### config.mk
export PLATFORM = sky130hd
export DESIGN_NAME = lpif_dstrm_credit_gate_flat
export DESIGN_NICKNAME = d
export VERILOG_FILES = /design/src/rtl/lpif_dstrm_credit_gate_if.sv /design/src/rtl/lpif_dstrm_credit_gate.sv /design/src/flat_wrapper.sv
export SDC_FILE = /design/constraint.sdc
export NUM_CORES = 1
export LEC_CHECK = 0
export ABC_AREA = 1
export BUFFER_PORTS_ARGS = -buffer_cell sky130_fd_sc_hd__buf_4
export CELL_PAD_IN_SITES_DETAIL_PLACEMENT = 1
export CELL_PAD_IN_SITES_GLOBAL_PLACEMENT = 2
export CORE_MARGIN = 2
export CORE_UTILIZATION = 43
export CTS_CLUSTER_DIAMETER = 80
export DETAILED_ROUTE_END_ITERATION = 16
export PLACE_DENSITY_LB_ADDON = 0.1
export SKIP_LAST_GASP = 1
export SYNTH_ARGS = -nofsm -noshare
export SYNTH_HDL_FRONTEND = slang
export SYNTH_SLANG_ARGS = --single-unit
### constraint.sdc
create_clock -name clk_wr -period 37.1 [get_ports clk_wr]
set_input_delay 3.71 -clock clk_wr [delete_from_list [all_inputs] [get_ports clk_wr]]
set_output_delay 3.71 -clock clk_wr [all_outputs]
set_load 0.1 [all_outputs]
### src/rtl/lpif_dstrm_credit_gate_if.sv
// Flit/credit bundle between the adapter-side feeder and the LPIF master top.
// slave = credit gate view, master = upstream source / environment view.
interface lpif_dstrm_credit_gate_if #(
  parameter int DATA_WIDTH   = 256,
  parameter int FIFO_DEPTH   = 4,
  parameter int CREDIT_WIDTH = 8
);
  localparam int LVL_W = $clog2(FIFO_DEPTH) + 1;

  logic                    tx_online;
  logic [CREDIT_WIDTH-1:0] init_downstream_credit;
  logic                    credit_return;

  logic                    in_valid;
  logic                    in_ready;
  logic [3:0]              in_state;
  logic [1:0]              in_protid;
  logic [DATA_WIDTH-1:0]   in_data;
  logic                    in_dvalid;
  logic [7:0]              in_crc;
  logic                    in_crc_valid;

  logic [3:0]              dstrm_state;
  logic [1:0]              dstrm_protid;
  logic [DATA_WIDTH-1:0]   dstrm_data;
  logic                    dstrm_dvalid;
  logic [7:0]              dstrm_crc;
  logic                    dstrm_crc_valid;
  logic                    dstrm_valid;

  logic [CREDIT_WIDTH-1:0] credit_count;
  logic [LVL_W-1:0]        fifo_level;
  logic                    credit_err;

  modport slave (
    input  tx_online, init_downstream_credit, credit_return,
    input  in_valid, in_state, in_protid, in_data, in_dvalid, in_crc, in_crc_valid,
    output in_ready,
    output dstrm_state, dstrm_protid, dstrm_data, dstrm_dvalid, dstrm_crc,
    output dstrm_crc_valid, dstrm_valid,
    output credit_count, fifo_level, credit_err
  );

  modport master (
    output tx_online, init_downstream_credit, credit_return,
    output in_valid, in_state, in_protid, in_data, in_dvalid, in_crc, in_crc_valid,
    input  in_ready,
    input  dstrm_state, dstrm_protid, dstrm_data, dstrm_dvalid, dstrm_crc,
    input  dstrm_crc_valid, dstrm_valid,
    input  credit_count, fifo_level, credit_err
  );
endinterface

### src/rtl/lpif_dstrm_credit_gate.sv
// Flit FIFO + downstream credit gate feeding the LPIF master top dstrm_* inputs.
// Define LPIF_DSTRM_CRC_GEN_EN to generate dstrm_crc (CRC-8/0x07) instead of passing in_crc through.
module lpif_dstrm_credit_gate #(
  parameter int DATA_WIDTH   = 256,
  parameter int FIFO_DEPTH   = 4,
  parameter int CREDIT_WIDTH = 8
) (
  input logic clk_wr,
  input logic rst_wr,
  lpif_dstrm_credit_gate_if.slave bus
);
  localparam int PTR_W = $clog2(FIFO_DEPTH);
  localparam int LVL_W = PTR_W + 1;

  typedef enum logic {OFFLINE = 1'b0, ONLINE = 1'b1} fsm_t;

  typedef struct packed {
    logic [3:0]            state;
    logic [1:0]            protid;
    logic [DATA_WIDTH-1:0] data;
    logic                  dvalid;
    logic [7:0]            crc;
    logic                  crc_valid;
  } entry_t;

  entry_t mem_q [FIFO_DEPTH];

  fsm_t                    fsm_q, fsm_d;
  logic [PTR_W-1:0]        wr_ptr_q, wr_ptr_d, rd_ptr_q, rd_ptr_d;
  logic [LVL_W-1:0]        level_q, level_d;
  logic [CREDIT_WIDTH-1:0] credit_q, credit_d;
  logic                    err_q, err_d;

  logic [3:0]              dstrm_state_q, dstrm_state_d;
  logic [1:0]              dstrm_protid_q, dstrm_protid_d;
  logic [DATA_WIDTH-1:0]   dstrm_data_q, dstrm_data_d;
  logic                    dstrm_dvalid_q, dstrm_dvalid_d;
  logic [7:0]              dstrm_crc_q, dstrm_crc_d;
  logic                    dstrm_crc_valid_q, dstrm_crc_valid_d;
  logic                    dstrm_valid_q, dstrm_valid_d;

  logic   in_ready;
  logic   push, pop;
  entry_t wr_entry, head;
  logic [7:0] head_crc;
  logic       head_crc_valid;

  assign in_ready = (level_q != LVL_W'(FIFO_DEPTH));
  assign push     = bus.in_valid & in_ready;
  assign head     = mem_q[rd_ptr_q];

  assign wr_entry.state     = bus.in_state;
  assign wr_entry.protid    = bus.in_protid;
  assign wr_entry.data      = bus.in_data;
  assign wr_entry.dvalid    = bus.in_dvalid;
  assign wr_entry.crc       = bus.in_crc;
  assign wr_entry.crc_valid = bus.in_crc_valid;

`ifdef LPIF_DSTRM_CRC_GEN_EN
  // Bit-serial CRC-8 unrolled over the head payload, MSB first.
  logic [7:0] crc_chain [DATA_WIDTH+1];
  logic       unused_crc_fields;
  assign crc_chain[0] = 8'h00;
  for (genvar gi = 0; gi < DATA_WIDTH; gi++) begin : g_crc
    assign crc_chain[gi+1] = {crc_chain[gi][6:0], 1'b0}
                           ^ ({8{crc_chain[gi][7] ^ head.data[DATA_WIDTH-1-gi]}} & 8'h07);
  end
  assign head_crc          = crc_chain[DATA_WIDTH];
  assign head_crc_valid    = head.dvalid;
  assign unused_crc_fields = ^{head.crc, head.crc_valid};
`else
  assign head_crc       = head.crc;
  assign head_crc_valid = head.crc_valid;
`endif

  always_comb begin
    fsm_d             = fsm_q;
    credit_d          = credit_q;
    err_d             = err_q;
    pop               = 1'b0;
    dstrm_state_d     = dstrm_state_q;
    dstrm_protid_d    = dstrm_protid_q;
    dstrm_data_d      = '0;
    dstrm_dvalid_d    = 1'b0;
    dstrm_crc_d       = 8'h00;
    dstrm_crc_valid_d = 1'b0;
    dstrm_valid_d     = 1'b0;

    case (fsm_q)
      OFFLINE: begin
        credit_d = '0;
        if (bus.tx_online) begin
          fsm_d    = ONLINE;
          credit_d = bus.init_downstream_credit;
        end
      end
      ONLINE: begin
        if (!bus.tx_online) begin
          fsm_d    = OFFLINE;
          credit_d = '0;
        end else begin
          pop = (level_q != '0) && (credit_q != '0);
          if (pop && !bus.credit_return) begin
            credit_d = credit_q - 1'b1;
          end else if (!pop && bus.credit_return) begin
            // A return at a saturated count is dropped and flagged.
            if (&credit_q) err_d = 1'b1;
            else           credit_d = credit_q + 1'b1;
          end
        end
      end
      default: fsm_d = OFFLINE;
    endcase

    if (pop) begin
      dstrm_state_d     = head.state;
      dstrm_protid_d    = head.protid;
      dstrm_data_d      = head.data;
      dstrm_dvalid_d    = head.dvalid;
      dstrm_crc_d       = head_crc;
      dstrm_crc_valid_d = head_crc_valid;
      dstrm_valid_d     = 1'b1;
    end

    wr_ptr_d = push ? wr_ptr_q + 1'b1 : wr_ptr_q;
    rd_ptr_d = pop  ? rd_ptr_q + 1'b1 : rd_ptr_q;
    level_d  = level_q + LVL_W'(push) - LVL_W'(pop);
  end

  always_ff @(posedge clk_wr) begin
    if (push) mem_q[wr_ptr_q] <= wr_entry;
  end

  always_ff @(posedge clk_wr) begin
    if (rst_wr) begin
      fsm_q             <= OFFLINE;
      wr_ptr_q          <= '0;
      rd_ptr_q          <= '0;
      level_q           <= '0;
      credit_q          <= '0;
      err_q             <= 1'b0;
      dstrm_state_q     <= '0;
      dstrm_protid_q    <= '0;
      dstrm_data_q      <= '0;
      dstrm_dvalid_q    <= 1'b0;
      dstrm_crc_q       <= 8'h00;
      dstrm_crc_valid_q <= 1'b0;
      dstrm_valid_q     <= 1'b0;
    end else begin
      fsm_q             <= fsm_d;
      wr_ptr_q          <= wr_ptr_d;
      rd_ptr_q          <= rd_ptr_d;
      level_q           <= level_d;
      credit_q          <= credit_d;
      err_q             <= err_d;
      dstrm_state_q     <= dstrm_state_d;
      dstrm_protid_q    <= dstrm_protid_d;
      dstrm_data_q      <= dstrm_data_d;
      dstrm_dvalid_q    <= dstrm_dvalid_d;
      dstrm_crc_q       <= dstrm_crc_d;
      dstrm_crc_valid_q <= dstrm_crc_valid_d;
      dstrm_valid_q     <= dstrm_valid_d;
    end
  end

  assign bus.in_ready        = in_ready;
  assign bus.dstrm_state     = dstrm_state_q;
  assign bus.dstrm_protid    = dstrm_protid_q;
  assign bus.dstrm_data      = dstrm_data_q;
  assign bus.dstrm_dvalid    = dstrm_dvalid_q;
  assign bus.dstrm_crc       = dstrm_crc_q;
  assign bus.dstrm_crc_valid = dstrm_crc_valid_q;
  assign bus.dstrm_valid     = dstrm_valid_q;
  assign bus.credit_count    = credit_q;
  assign bus.fifo_level      = level_q;
  assign bus.credit_err      = err_q;
endmodule

### src/flat_wrapper.sv
// flat-port wrapper written by rule: the top's interface ports become plain ports
module lpif_dstrm_credit_gate_flat 
#(
  parameter int DATA_WIDTH   = 256,
  parameter int FIFO_DEPTH   = 4,
  parameter int CREDIT_WIDTH = 8
)
  (clk_wr, rst_wr, bus_tx_online, bus_init_downstream_credit, bus_credit_return, bus_in_valid, bus_in_state, bus_in_protid, bus_in_data, bus_in_dvalid, bus_in_crc, bus_in_crc_valid, bus_in_ready, bus_dstrm_state, bus_dstrm_protid, bus_dstrm_data, bus_dstrm_dvalid, bus_dstrm_crc, bus_dstrm_crc_valid, bus_dstrm_valid, bus_credit_count, bus_fifo_level, bus_credit_err);
  lpif_dstrm_credit_gate_if #(.DATA_WIDTH(DATA_WIDTH), .FIFO_DEPTH(FIFO_DEPTH), .CREDIT_WIDTH(CREDIT_WIDTH)) bus_i ();
  input logic clk_wr;
  input logic rst_wr;
  input wire logic [$bits(bus_i.tx_online)-1:0] bus_tx_online;
  input wire logic [$bits(bus_i.init_downstream_credit)-1:0] bus_init_downstream_credit;
  input wire logic [$bits(bus_i.credit_return)-1:0] bus_credit_return;
  input wire logic [$bits(bus_i.in_valid)-1:0] bus_in_valid;
  input wire logic [$bits(bus_i.in_state)-1:0] bus_in_state;
  input wire logic [$bits(bus_i.in_protid)-1:0] bus_in_protid;
  input wire logic [$bits(bus_i.in_data)-1:0] bus_in_data;
  input wire logic [$bits(bus_i.in_dvalid)-1:0] bus_in_dvalid;
  input wire logic [$bits(bus_i.in_crc)-1:0] bus_in_crc;
  input wire logic [$bits(bus_i.in_crc_valid)-1:0] bus_in_crc_valid;
  output wire logic [$bits(bus_i.in_ready)-1:0] bus_in_ready;
  output wire logic [$bits(bus_i.dstrm_state)-1:0] bus_dstrm_state;
  output wire logic [$bits(bus_i.dstrm_protid)-1:0] bus_dstrm_protid;
  output wire logic [$bits(bus_i.dstrm_data)-1:0] bus_dstrm_data;
  output wire logic [$bits(bus_i.dstrm_dvalid)-1:0] bus_dstrm_dvalid;
  output wire logic [$bits(bus_i.dstrm_crc)-1:0] bus_dstrm_crc;
  output wire logic [$bits(bus_i.dstrm_crc_valid)-1:0] bus_dstrm_crc_valid;
  output wire logic [$bits(bus_i.dstrm_valid)-1:0] bus_dstrm_valid;
  output wire logic [$bits(bus_i.credit_count)-1:0] bus_credit_count;
  output wire logic [$bits(bus_i.fifo_level)-1:0] bus_fifo_level;
  output wire logic [$bits(bus_i.credit_err)-1:0] bus_credit_err;
  assign bus_i.tx_online = bus_tx_online;
  assign bus_i.init_downstream_credit = bus_init_downstream_credit;
  assign bus_i.credit_return = bus_credit_return;
  assign bus_i.in_valid = bus_in_valid;
  assign bus_i.in_state = bus_in_state;
  assign bus_i.in_protid = bus_in_protid;
  assign bus_i.in_data = bus_in_data;
  assign bus_i.in_dvalid = bus_in_dvalid;
  assign bus_i.in_crc = bus_in_crc;
  assign bus_i.in_crc_valid = bus_in_crc_valid;
  assign bus_in_ready = bus_i.in_ready;
  assign bus_dstrm_state = bus_i.dstrm_state;
  assign bus_dstrm_protid = bus_i.dstrm_protid;
  assign bus_dstrm_data = bus_i.dstrm_data;
  assign bus_dstrm_dvalid = bus_i.dstrm_dvalid;
  assign bus_dstrm_crc = bus_i.dstrm_crc;
  assign bus_dstrm_crc_valid = bus_i.dstrm_crc_valid;
  assign bus_dstrm_valid = bus_i.dstrm_valid;
  assign bus_credit_count = bus_i.credit_count;
  assign bus_fifo_level = bus_i.fifo_level;
  assign bus_credit_err = bus_i.credit_err;
  lpif_dstrm_credit_gate #(.DATA_WIDTH(DATA_WIDTH), .FIFO_DEPTH(FIFO_DEPTH), .CREDIT_WIDTH(CREDIT_WIDTH)) u_core (.clk_wr(clk_wr), .rst_wr(rst_wr), .bus(bus_i));
endmodule
# ---- Word-level counts from Yosys, hierarchy flattened
# Memories as Yosys holds them, arrays and structs flattened. A register that Yosys moved wholly into a read port is not among the register bits.
# Cells that the tools add are included.
dict set report op_classes {
  add_sub_neg 6
  eq_ne 3
  mux 14
  n_bitwise 4
  reduce_logical 11
}
# cell n
set ops {}
lappend ops {{$mux W8} 5}
lappend ops {{$pmux W8 S2} 1}
lappend ops {{$reduce_and A12 Y1} 1}
lappend ops {{$add A8 B1 Y8 const B} 1}
lappend ops {{$ne A4 B4 Y1 const B} 2}
lappend ops {{$reduce_and A8 Y1} 1}
lappend ops {{$reduce_bool A8 Y1} 1}
lappend ops {{$sub A8 B1 Y8 const B} 1}
lappend ops {{$mux W1} 6}
lappend ops {{$add A2 B1 Y2 const B} 2}
lappend ops {{$mux W2} 2}
lappend ops {{$add A3 B1 Y3} 1}
lappend ops {{$logic_and A1 B1 Y1} 3}
lappend ops {{$ne A3 B3 Y1 const B} 1}
lappend ops {{$not A1 Y1} 3}
lappend ops {{$reduce_bool A3 Y1} 1}
lappend ops {{$sub A3 B1 Y3} 1}
lappend ops {{$logic_not A1 Y1} 2}
lappend ops {{$reduce_and A2 Y1} 1}
lappend ops {{$reduce_or A2 Y1} 1}
lappend ops {{$and A1 B1 Y1} 1}
dict set report word_totals {
  regBits 290
  ramBits 1088
  inputBits 285
  output_inout_bits 286
  mem_count 1
}
# memory words width rd rd_clocked_by_memory_dff wr line
set mem_list {}
lappend mem_list {u_core.mem_q 4 272 1 1 1 lpif_dstrm_credit_gate.sv:26} ;# entry_t mem_q [FIFO_DEPTH];

# ---- Longest topological paths before layout
# Gate-level depths: netlist of run 1.
dict set report depth {
  depth_word 8
  depth_mapped 16
}

# ---- Worst setup path after synthesis of run 1
# Ideal clock, no wire load.
dict set report synth_timing {
  kind {input to register}
  start {input port bus_in_valid}
  end {memory u_core.mem_q[0][0] (netlist bit) (enable)}
  setup_time_ns 0.911
  t_arrival_ns 15.246
  slack_ns 20.943
  cell_stages 2
  path_buffers 0
  cell_sequence {nand2_1 > nor2_1}
}
dict set report synth_between {
  elab_chain_cells 3
}
# item line
set synth_rtl {}
lappend synth_rtl {{start, declared} flat_wrapper.sv:15} ;# input wire logic [$bits(bus_i.in_valid)-1:0] bus_in_valid;
lappend synth_rtl {{$and A1 B1 Y1} lpif_dstrm_credit_gate.sv:49} ;# assign push = bus.in_valid & in_ready;
lappend synth_rtl {{$mux W1} lpif_dstrm_credit_gate.sv:131} ;# if (push) mem_q[wr_ptr_q] <= wr_entry;
lappend synth_rtl {{$mux W1 (implied by the code)} lpif_dstrm_credit_gate.sv:131}
lappend synth_rtl {{end, declared} lpif_dstrm_credit_gate.sv:26}
# Every way passes these cells.

# ---- Worst setup path in the final report of run 1
dict set report layout_timing {
  start {input port bus_in_valid}
  end {memory u_core.mem_q[2][49] (netlist bit) (enable)}
}
# Same word-level chain as after synthesis.

==> reports/qor.txt, run 1 <==
Fmax - 156 MHz
Antenna violations before repair - 29
CP Launch Type - input port
WP data required - 37450 ps
Slowest CP cell - nor2_4
Synth unique cells - 29
Switching Power - 0.907 mW
Finished Cell Area - 60000 sq um
Max-cap viol count - 0
Worst Path Arrival - 6770 ps
First-pass iteration count of the detailed router - 5
Hold-fix buffers at CTS - 0
CTS max path bufs - 3
Final Power - 3.68 mW
Setup Buffers After CTS - 0
Skew-Pair Late Insertion Delay - 770 ps
RSZ-0062 raised after global routing - no
Setup TNS - 0 ps
Power Dens Cells - 61.4 nW/um^2
Slew @ Worst Pin - 1110 ps
Period utilization - 17.3%
Initial core utilization - 43.4%
Worst slack, placed - 29810 ps
Synthesized area - 49600 sq um
Num CTS Buffers - 148
Clock Power Share - 39.9%
First-pass GRT wire length - 191 mm
Reg-to-Reg End - u_core.bus.dstrm_data[28]$_SDFF_PP0_
Gr usage total - 21.6%
Die height - 344 um
Slowest stage delay, CP - 960 ps
Hold Crit Start - u_core.bus.credit_err$_SDFFE_PP0P_
Clk root buf - clkbuf_16
DRT antenna net count - 0
Ports - 571
Largest net degree at the start of global routing - 186
Reg power frac - 49.8%
Hold Fails Final Rpt - 0
Port-buffer cells - 570
P_int - 2.78 mW
Sw Share - 24.6%
Number of global-route vias before repair - 30600
Overflow left after global routing - 0
FF+latch count, synth - 1380
Std-Cell Rows - 124
Relative slew slack - 25.9%
HP Class - flop to flop
Final WL - 129 mm
Synthesized Nets - 3983
Hold EP - u_core.bus.credit_err$_SDFFE_PP0P_
Drt wl/cell - 22.1 um
First DRT Iteration DRCs - 1714
DR vias - 29800
H-Tree Level Count - 4
Post-synth top area cell - edfxtp_1
Worst path cell trace - buf_4 -> nand2_1 -> nor2_4 -> buf_4 -> buf_4
Synth warnings - 0
Die Area - 118000 sq um
Post-synth top flop - edfxtp_1
Proportion of layout cells with a drive suffix above 1 - 25.0%
Pleak - 21.5 nW
DP HPWL - 74.1 mm
Final Util - 52.5%
Number of synthesized flops with an enable pin - 1088
CP max FO - 61
Min-Delay Path Depth - 2
Clock-pin slew on the worst setup and hold paths - 50 ps
Post-CTS Resized - 0
Seq/Total Area, Yosys - 77.6%
Worst path most repeated cell - buf_4
Outcome - finished, final reports clean
Top cells by count, synth - nor2_1 (1103), edfxtp_1 (1088), o21ai_0 (502)
Final min period - 6420 ps
# DRC - 0
Fin. max-slew vios - 0
Gpl congestion - 0.781
CTS Sinks - 1380
VDD IR-drop max - 0.0436 mV
Routed vias/inst - 5.08
Final nets - 4524
Comb power frac - 10.3%
CTS tree - built
Synthesized area per cell - 13.5 sq um
CP Class - input port to flop
Setup Skew - 37.5 ps
Flop2flop setup slack - 33090 ps
Top post-synthesis cells by area - edfxtp_1 (66%), dfxtp_1 (12%), nor2_1 (8.3%), o21ai_0 (5.1%), a21oi_2 (4.2%)
Area delta synth->final - 20.9%
Die width - 344 um
Endpoint class of the critical path - flop
Post-route setup slack - 30680 ps
Worst Reg-to-Reg Cells - 6
Synth Instances - 3684
Core area - 114000 sq um
Placed inst area - 55100 sq um
Most common cell in the netlist - nor2_1
Setup violators final - 0
Synth top area share - 65.8%
Asr flop ratio synth - 0%
## cells by family after synthesis
family / share of synthesized area, %
xor gates and xnor gates: 0.0706
adders and majority gates: 0.383
DFF: 77.6
AOI/OAI and AO/OA: 10.4
and+or+nand+nor: 9.04
buffers and inverters: 2.47
## how the worst max path moves through the flow
stage	start	slack [ps]	to
2_1_floorplan	bus_in_valid	20940	u_core.mem_q[0][0]$_DFFE_PP_
3_3_place_gp	bus_in_valid	29830	u_core.mem_q[2][42]$_DFFE_PP_
3_5_place_dp	bus_in_valid	29810	u_core.mem_q[2][57]$_DFFE_PP_
4_1_cts	bus_in_valid	30600	u_core.mem_q[2][49]$_DFFE_PP_
5_1_grt	bus_in_valid	30490	u_core.mem_q[2][30]$_DFFE_PP_
6_report	bus_in_valid	30680	u_core.mem_q[2][49]$_DFFE_PP_
## worst max-delay path, delay by kind of cell
kind	cells	cell delay, ps
and+or+nand+nor	2	1270
buffers and inverters	3	1640
## cells in the final DEF, fill, tap and decap left out, drive strengths merged, types with 42 or more instances in the layout
master / count
clkbuf: 211
a21oi: 293
nand2: 53
dfxtp: 292
nor2: 1105
clkinv: 42
o21ai: 549
inv: 42
buf: 605
edfxtp: 1088
## routing by layer
metal,GRT usage (%),share of wire (%)
met5,0,0.22
met4,6.27,2.1
met3,6.84,7.2
met2,36.2,49
met1,26.8,41
## through the flow
| step | instances | hold slack, ps |
|---|---|---|
| after global placement | 5587 | 444 |
| after global routing | 5864 | 485 |
| after CTS | 5856 | 455 |
| after floorplan | 3684 | 457 |
| final | 5867 | 460 |
| after detailed placement | 5587 | 446 |
## registers in the layout (all words and copies together), names as in the netlist, 2 cells and up, named ones only
register / count
u_core.bus.fifo_level: 3
u_core.bus.dstrm_crc: 8
u_core.wr_ptr_q: 2
u_core.bus.dstrm_state: 4
u_core.rd_ptr_q: 2
u_core.mem_q: 1088
u_core.bus.dstrm_data: 256
u_core.bus.dstrm_protid: 2
u_core.bus.credit_count: 8
## power by group through the flow
stage | clock (mW) | sequential [mW] | combinational (mW)
2_1_floorplan | 0 | 1.98 | 0.185
3_3_place_gp | 0 | 1.86 | 0.379
3_5_place_dp | 0 | 1.87 | 0.385
4_1_cts | 1.50 | 1.84 | 0.388
5_1_grt | 1.56 | 1.84 | 0.418
6_report | 1.47 | 1.84 | 0.378
## cell type report
class,count,area [sq um]
inverters,40,173
flip-flops and latches,1380,38500
clock buffers,211,4310
well taps,1512,1890
diodes,11,27.5
repair buffers,605,4600
fillers,11300,54300
clock inverters,58,574
multi-input cells,2050,9930
No activity file was read; power rests on OpenSTA's default activity.
==> inputs of run 2 (changes only) <==
- CORE_UTILIZATION: 43 -> 36
- clock period: 37.1 -> 5.19 ns (I/O delays scaled with it)
==> reports/qor.txt, run 2 (synthesis gave the netlist of run 1 again) <==
Commonest non-fill, non-tap cell in the layout - nor2_1
VDD IR-drop max - 0.273 mV (+520%)
Comb power frac - 11.2% (+0.9 points)
DP HPWL - 74.5 mm (+0.56%)
WP data required - 5790 ps (-31660 ps)
Drt wl/cell - 20.8 um (-5.6%)
Relative slew slack - 28.4% (+2.5 points)
Fin. max-slew vios - 0 (unchanged)
Fmax - 359 MHz
Num CTS Buffers - 152 (+2.7%)
Power Dens Cells - 416 nW/um^2 (+580%)
HP Class - input port to flop
Final WL - 134 mm (+3.5%)
Hold Crit Start - bus_credit_return
Largest net degree at the start of global routing - 169 (-9.1%)
Outcome - finished, final reports clean
Switching Power - 6.60 mW (+630%)
Worst Reg-to-Reg Cells - 4 (-2)
DR vias - 30700 (+3.0%)
First-pass GRT wire length - 200 mm (+5.0%)
Min-Delay Path Depth - 3 (+1)
Hold-fix buffers at CTS - 273 (+273)
Max FFs per register - 1088 (unchanged)
Area delta synth->final - 27.3%
Gpl congestion - 0.792 (+1.4%)
Post-CTS Resized - 0 (unchanged)
Pleak - 22.6 nW (+5.1%)
CTS max path bufs - 3 (unchanged)
Skew-Pair Late Insertion Delay - 760 ps (about the same)
Post-route setup slack - 2400 ps (-28280 ps)
Worst Path Arrival - 3390 ps (-3380 ps)
First-pass iteration count of the detailed router - 4 (-1)
Final min period - 2790 ps
Port-buffer cells - 570 (unchanged)
Reg power frac - 49.9% (about the same)
Final nets - 4802 (+6.1%)
CTS tree - built
First DRT Iteration DRCs - 1433 (-16%)
P_int - 19.7 mW (+610%)
Finished Cell Area - 63200 sq um (+5.3%)
H-Tree Level Count - 4 (unchanged)
Clock Power Share - 38.9% (-1.0 points)
Slew @ Worst Pin - 1070 ps (-34.7 ps)
Setup violators final - 0 (unchanged)
CP max FO - 168 (+180%)
Leading cell types in the layout, fill and taps excluded - nor2_1 (1099), edfxtp_1 (1088), buf_4 (585)
DRT antenna net count - 0 (unchanged)
Ports - 571 (unchanged)
CTS Sinks - 1380 (unchanged)
Die Area - 141000 sq um (+19%)
# DRC - 0 (unchanged)
Flop2flop setup slack - 2400 ps (-30690 ps)
Period utilization - 53.7%
Max-cap viol count - 0 (unchanged)
Overflow left after global routing - 0 (unchanged)
Die height - 375 um (+9.2%)
Antenna violations before repair - 31 (+6.9%)
Hold EP - u_core.bus.credit_err$_SDFFE_PP0P_
Worst slack, placed - 2380 ps (-27430 ps)
Core area - 137000 sq um (+20%)
Placed inst area - 55700 sq um (+1.1%)
Proportion of layout cells with a drive suffix above 1 - 23.1% (-1.9 points)
Initial core utilization - 36.2% (-7.2 points)
Hold Fails Final Rpt - 0 (unchanged)
Fillers - 14000 (+24%)
Reg-to-Reg End - u_core.bus.dstrm_data[146]$_SDFF_PP0_
Setup Buffers After CTS - 0 (unchanged)
Std-Cell Rows - 136 (+9.7%)
RSZ-0062 raised after global routing - no
Die width - 375 um (+9.2%)
Register name with the most flops - u_core.mem_q
Gr usage total - 18.9% (-2.7 points)
Routed vias/inst - 4.77 (-6.1%)
Clock-pin slew on the worst setup and hold paths - 60 ps (about the same)
Sw Share - 25.1% (+0.49 points)
CP Launch Type - flop
CP Class - flop to flop
Endpoint class of the critical path - flop
Setup Skew - 29.4 ps (-8.07 ps)
Number of global-route vias before repair - 31500 (+3.1%)
Clk root buf - clkbuf_16
## run 2: cell types whose count changed in the layout (fill, tap and decap cells not counted), moves of 3 or more
cell,before,now
buf_12,5,21
buf_4,600,585
bufinv_16,11,5
clkbuf_1,35,66
clkbuf_8,20,8
clkinv_1,14,17
clkinv_2,27,13
dfxtp_1,290,287
diode_2,11,15
dlygate4sd3_1,0,273
## run 2: worst max-delay path: stages, from the launching register on
cell	delay [ps]
dfxtp_4	900
inv_8	490
buf_12	380
o21ai_0	430
a21oi_2	90
## run 2: layout make-up
class	count	area, sq um	share of cell area, %
diodes	15	37.5	0.0594
inverters	40	178	0.281
clock buffers	232	4310	6.82
clock inverters	44	404	0.639
repair buffers	879	7540	11.9
well taps	1794	2240	3.55
flip-flops and latches	1380	38500	61.0
multi-input cells	2050	9960	15.8
## run 2: power groups by stage
stage | registers, mW | clock network, mW | logic [mW]
after floorplan | 13.9 | 0 | 1.34
after global placement | 13.3 | 0 | 2.82
after detailed placement | 13.3 | 0 | 2.85
after CTS | 13.1 | 10.5 | 3.05
after global routing | 13.2 | 10.9 | 3.27
final | 13.1 | 10.2 | 2.95
## run 2: per-stage QoR
step	setup TNS [ps]	cells	hold WS [ps]	utilization, %	total power [mW]
finish	0	6434	100	46.1	26.3
global route	0	6432	63.6	46.1	27.4
CTS	0	6419	38.6	46.1	26.7
detailed placement	0	5870	462	40.6	16.2
global placement	0	5870	464	40.6	16.1
floorplan	-351090	3684	457	-	15.2
## run 2: how the worst max path moves through the flow
stage	depth (start not counted)	slack, ps	from	endpoint
3_5_place_dp	8	2380	bus_tx_online	u_core.bus.dstrm_data[11]$_SDFF_PP0_
6_report	4	2400	flop	u_core.bus.dstrm_data[146]$_SDFF_PP0_
4_1_cts	11	2380	u_core.bus.credit_count[6]$_SDFFE_PP0P_	u_core.bus.dstrm_data[11]$_SDFF_PP0_
2_1_floorplan	4	-330	u_core.bus.fifo_level[0]$_SDFF_PP0_	u_core.mem_q[0][0]$_DFFE_PP_
3_3_place_gp	11	2400	u_core.bus.credit_count[6]$_SDFFE_PP0P_	u_core.bus.dstrm_data[247]$_SDFF_PP0_
5_1_grt	4	2210	flop	u_core.bus.dstrm_data[157]$_SDFF_PP0_
## run 2: routing by layer
layer	up-vias	global-route usage (%)	routed length, um
li1	14600	-	-
met4	30	5.87	3520
met3	218	5.44	7980
met2	596	31.6	65100
met5	-	0	183
met1	15200	23.6	57200
==> inputs of run 3 (changes only) <==
- clock period: 5.19 -> 2.5 ns (I/O delays scaled with it)
==> reports/qor.txt, run 3 (synthesis gave the netlist of run 1 again) <==
Outcome - finished, final reports clean
Largest net degree at the start of global routing - 109 (-36%)
Endpoint class of the critical path - flop
Worst Path Arrival - 2900 ps (-490 ps)
Setup TNS - 0 ps (unchanged)
Overflow left after global routing - 0 (unchanged)
Placed inst area - 56500 sq um (+1.5%)
Register name with the most flops - u_core.mem_q
Core area - 137000 sq um (unchanged)
Drt wl/cell - 21.0 um (+0.82%)
Setup Skew - 28.8 ps (-0.607 ps)
Setup Buffers After CTS - 0 (unchanged)
Num CTS Buffers - 153 (+0.66%)
Clk root buf - clkbuf_16
CP Launch Type - flop
Commonest non-fill, non-tap cell in the layout - nor2_1
DRT antenna net count - 0 (unchanged)
Skew-Pair Late Insertion Delay - 760 ps (about the same)
Gr usage total - 19.2% (+0.36 points)
HP Class - input port to flop
Final nets - 4876 (+1.5%)
Number of global-route vias before repair - 32300 (+2.4%)
Finished Cell Area - 64400 sq um (+1.8%)
H-Tree Level Count - 4 (unchanged)
CTS Sinks - 1380 (unchanged)
Std-Cell Rows - 136 (unchanged)
CTS tree - built
VDD IR-drop max - 0.669 mV (+150%)
Clock-pin slew on the worst setup and hold paths - 60 ps (about the same)
CTS max path bufs - 3 (unchanged)
First DRT Iteration DRCs - 1610 (+12%)
First-pass GRT wire length - 204 mm (+2.1%)
Leading cell types in the layout, fill and taps excluded - nor2_1 (1099), edfxtp_1 (1088), buf_4 (621)
Ports - 571 (unchanged)
Initial core utilization - 36.2% (unchanged)
Antenna violations before repair - 24 (-23%)
Start point of the critical path - u_core.bus.credit_count[5]$_SDFFE_PP0P_
Fillers - 13800 (-1.1%)
Fmax - 440 MHz (+23%)
Setup violators final - 0 (unchanged)
Hold Fails Final Rpt - 0 (unchanged)
CP Class - flop to flop
Area delta synth->final - 29.7%
Final WL - 137 mm (+2.0%)
Final hold slack - 107 ps (+7.03 ps)
DR vias - 31000 (+0.84%)
Gpl congestion - 0.758 (-4.4%)
Die Area - 141000 sq um (unchanged)
Pleak - 23.2 nW (+2.6%)
Max-cap viol count - 0 (unchanged)
Port-buffer cells - 570 (unchanged)
Final min period - 2270 ps (-514 ps)
Die width - 375 um (unchanged)
Routed vias/inst - 4.76 (-0.31%)
First-pass iteration count of the detailed router - 4 (unchanged)
Hold Crit Start - bus_init_downstream_credit[2]
Max FFs per register - 1088 (unchanged)
# DRC - 0 (unchanged)
CP max FO - 7 (-96%)
Slew @ Worst Pin - 753 ps (-321 ps)
Fin. max-slew vios - 0 (unchanged)
Die height - 375 um (unchanged)
Proportion of layout cells with a drive suffix above 1 - 24.8% (+1.8 points)
WP data required - 3130 ps (-2660 ps)
Period utilization - 90.9% (+37 points)
Power Dens Cells - 865 nW/um^2 (+110%)
Relative slew slack - 49.8% (+21 points)
RSZ-0062 raised after global routing - no
DP HPWL - 81.8 mm (+9.8%)
Reg-to-reg startpoint - u_core.bus.credit_count[5]$_SDFFE_PP0P_
[run 3: cell count changes in the layout (fill, tap and decap cells not counted), sizes merged]
cell         change
diode            -7
dlygate4sd3     +11
clkinvlp         +2
buf             +62
bufinv           +2
clkinv           -6
inv              +8
clkbuf           +2
[run 3: final timing paths]
kind,slack (ps),cells after the start,to
min,110,5,u_core.bus.credit_count[2]$_SDFFE_PP0P_
max,230,14,u_core.bus.credit_count[7]$_SDFFE_PP0P_
max reg2reg,230,14,u_core.bus.credit_count[7]$_SDFFE_PP0P_
min reg2reg,470,2,u_core.bus.dstrm_protid[0]$_SDFFE_PP0P_
[run 3: power breakdown]
group / internal (mW) / switching (mW) / leakage, nW
clock network: 13.0 / 9.01 / 2.43
logic: 1.88 / 4.60 / 8.46
registers: 26.8 / 0.421 / 12.3
total: 41.6 / 14.0 / 23.2
[run 3: repair_timing]
| item | in CTS | in global routing |
|---|---|---|
| hold buffers | 284 | 0 |
| endpoints found under the hold margin | 1112 | 0 |
| gates resized for setup | 0 | 2 |
| endpoints found under the setup margin | 0 | 4 |
[run 3: layout make-up]
class                      count  area, sq um  area share (%)
antenna                        8         20.0          0.0311
clock buffer                 234         4420            6.87
clock inverter                50          542           0.842
inverter                      40          178           0.276
multi-input combinational   2050         9960            15.5
sequential                  1380        38600            59.9
tap                         1794         2240            3.49
timing repair buffer         952         8450            13.1
[run 3: stage by stage]
step / util, % / power, mW / setup WS [ps] / std cells
2_1_floorplan: - / 31.6 / -3020 / 3684
3_3_place_gp: 41.2 / 33.8 / 144 / 5932
3_5_place_dp: 41.2 / 33.9 / 132 / 5932
4_1_cts: 46.9 / 56.5 / 123 / 6500
5_1_grt: 46.9 / 57.9 / 24.9 / 6507
6_report: 46.9 / 55.7 / 226 / 6508
[run 3: metal layers]
layer  vias to the layer above  track usage, %  share of wire [%]
met5                         -               0               0.12
met1                     15300            23.8                 43
li1                      14800               -                  -
met4                        28            5.64                2.5
met3                       227            5.34                5.8
met2                       605            32.7                 49
[run 3: worst max-delay path, stage by stage, from the launching register on]
cell and delay, ps:
dfxtp_2 340, inv_1 50, nand2_1 40, nor2_1 180, nand2_2 100, nand3_1 140
inv_2 120, ha_1 350, or2_2 300, nand2_1 100, o21ai_0 130, nand3_1 110
nand3_1 70, nand2_1 70, a21oi_1 50
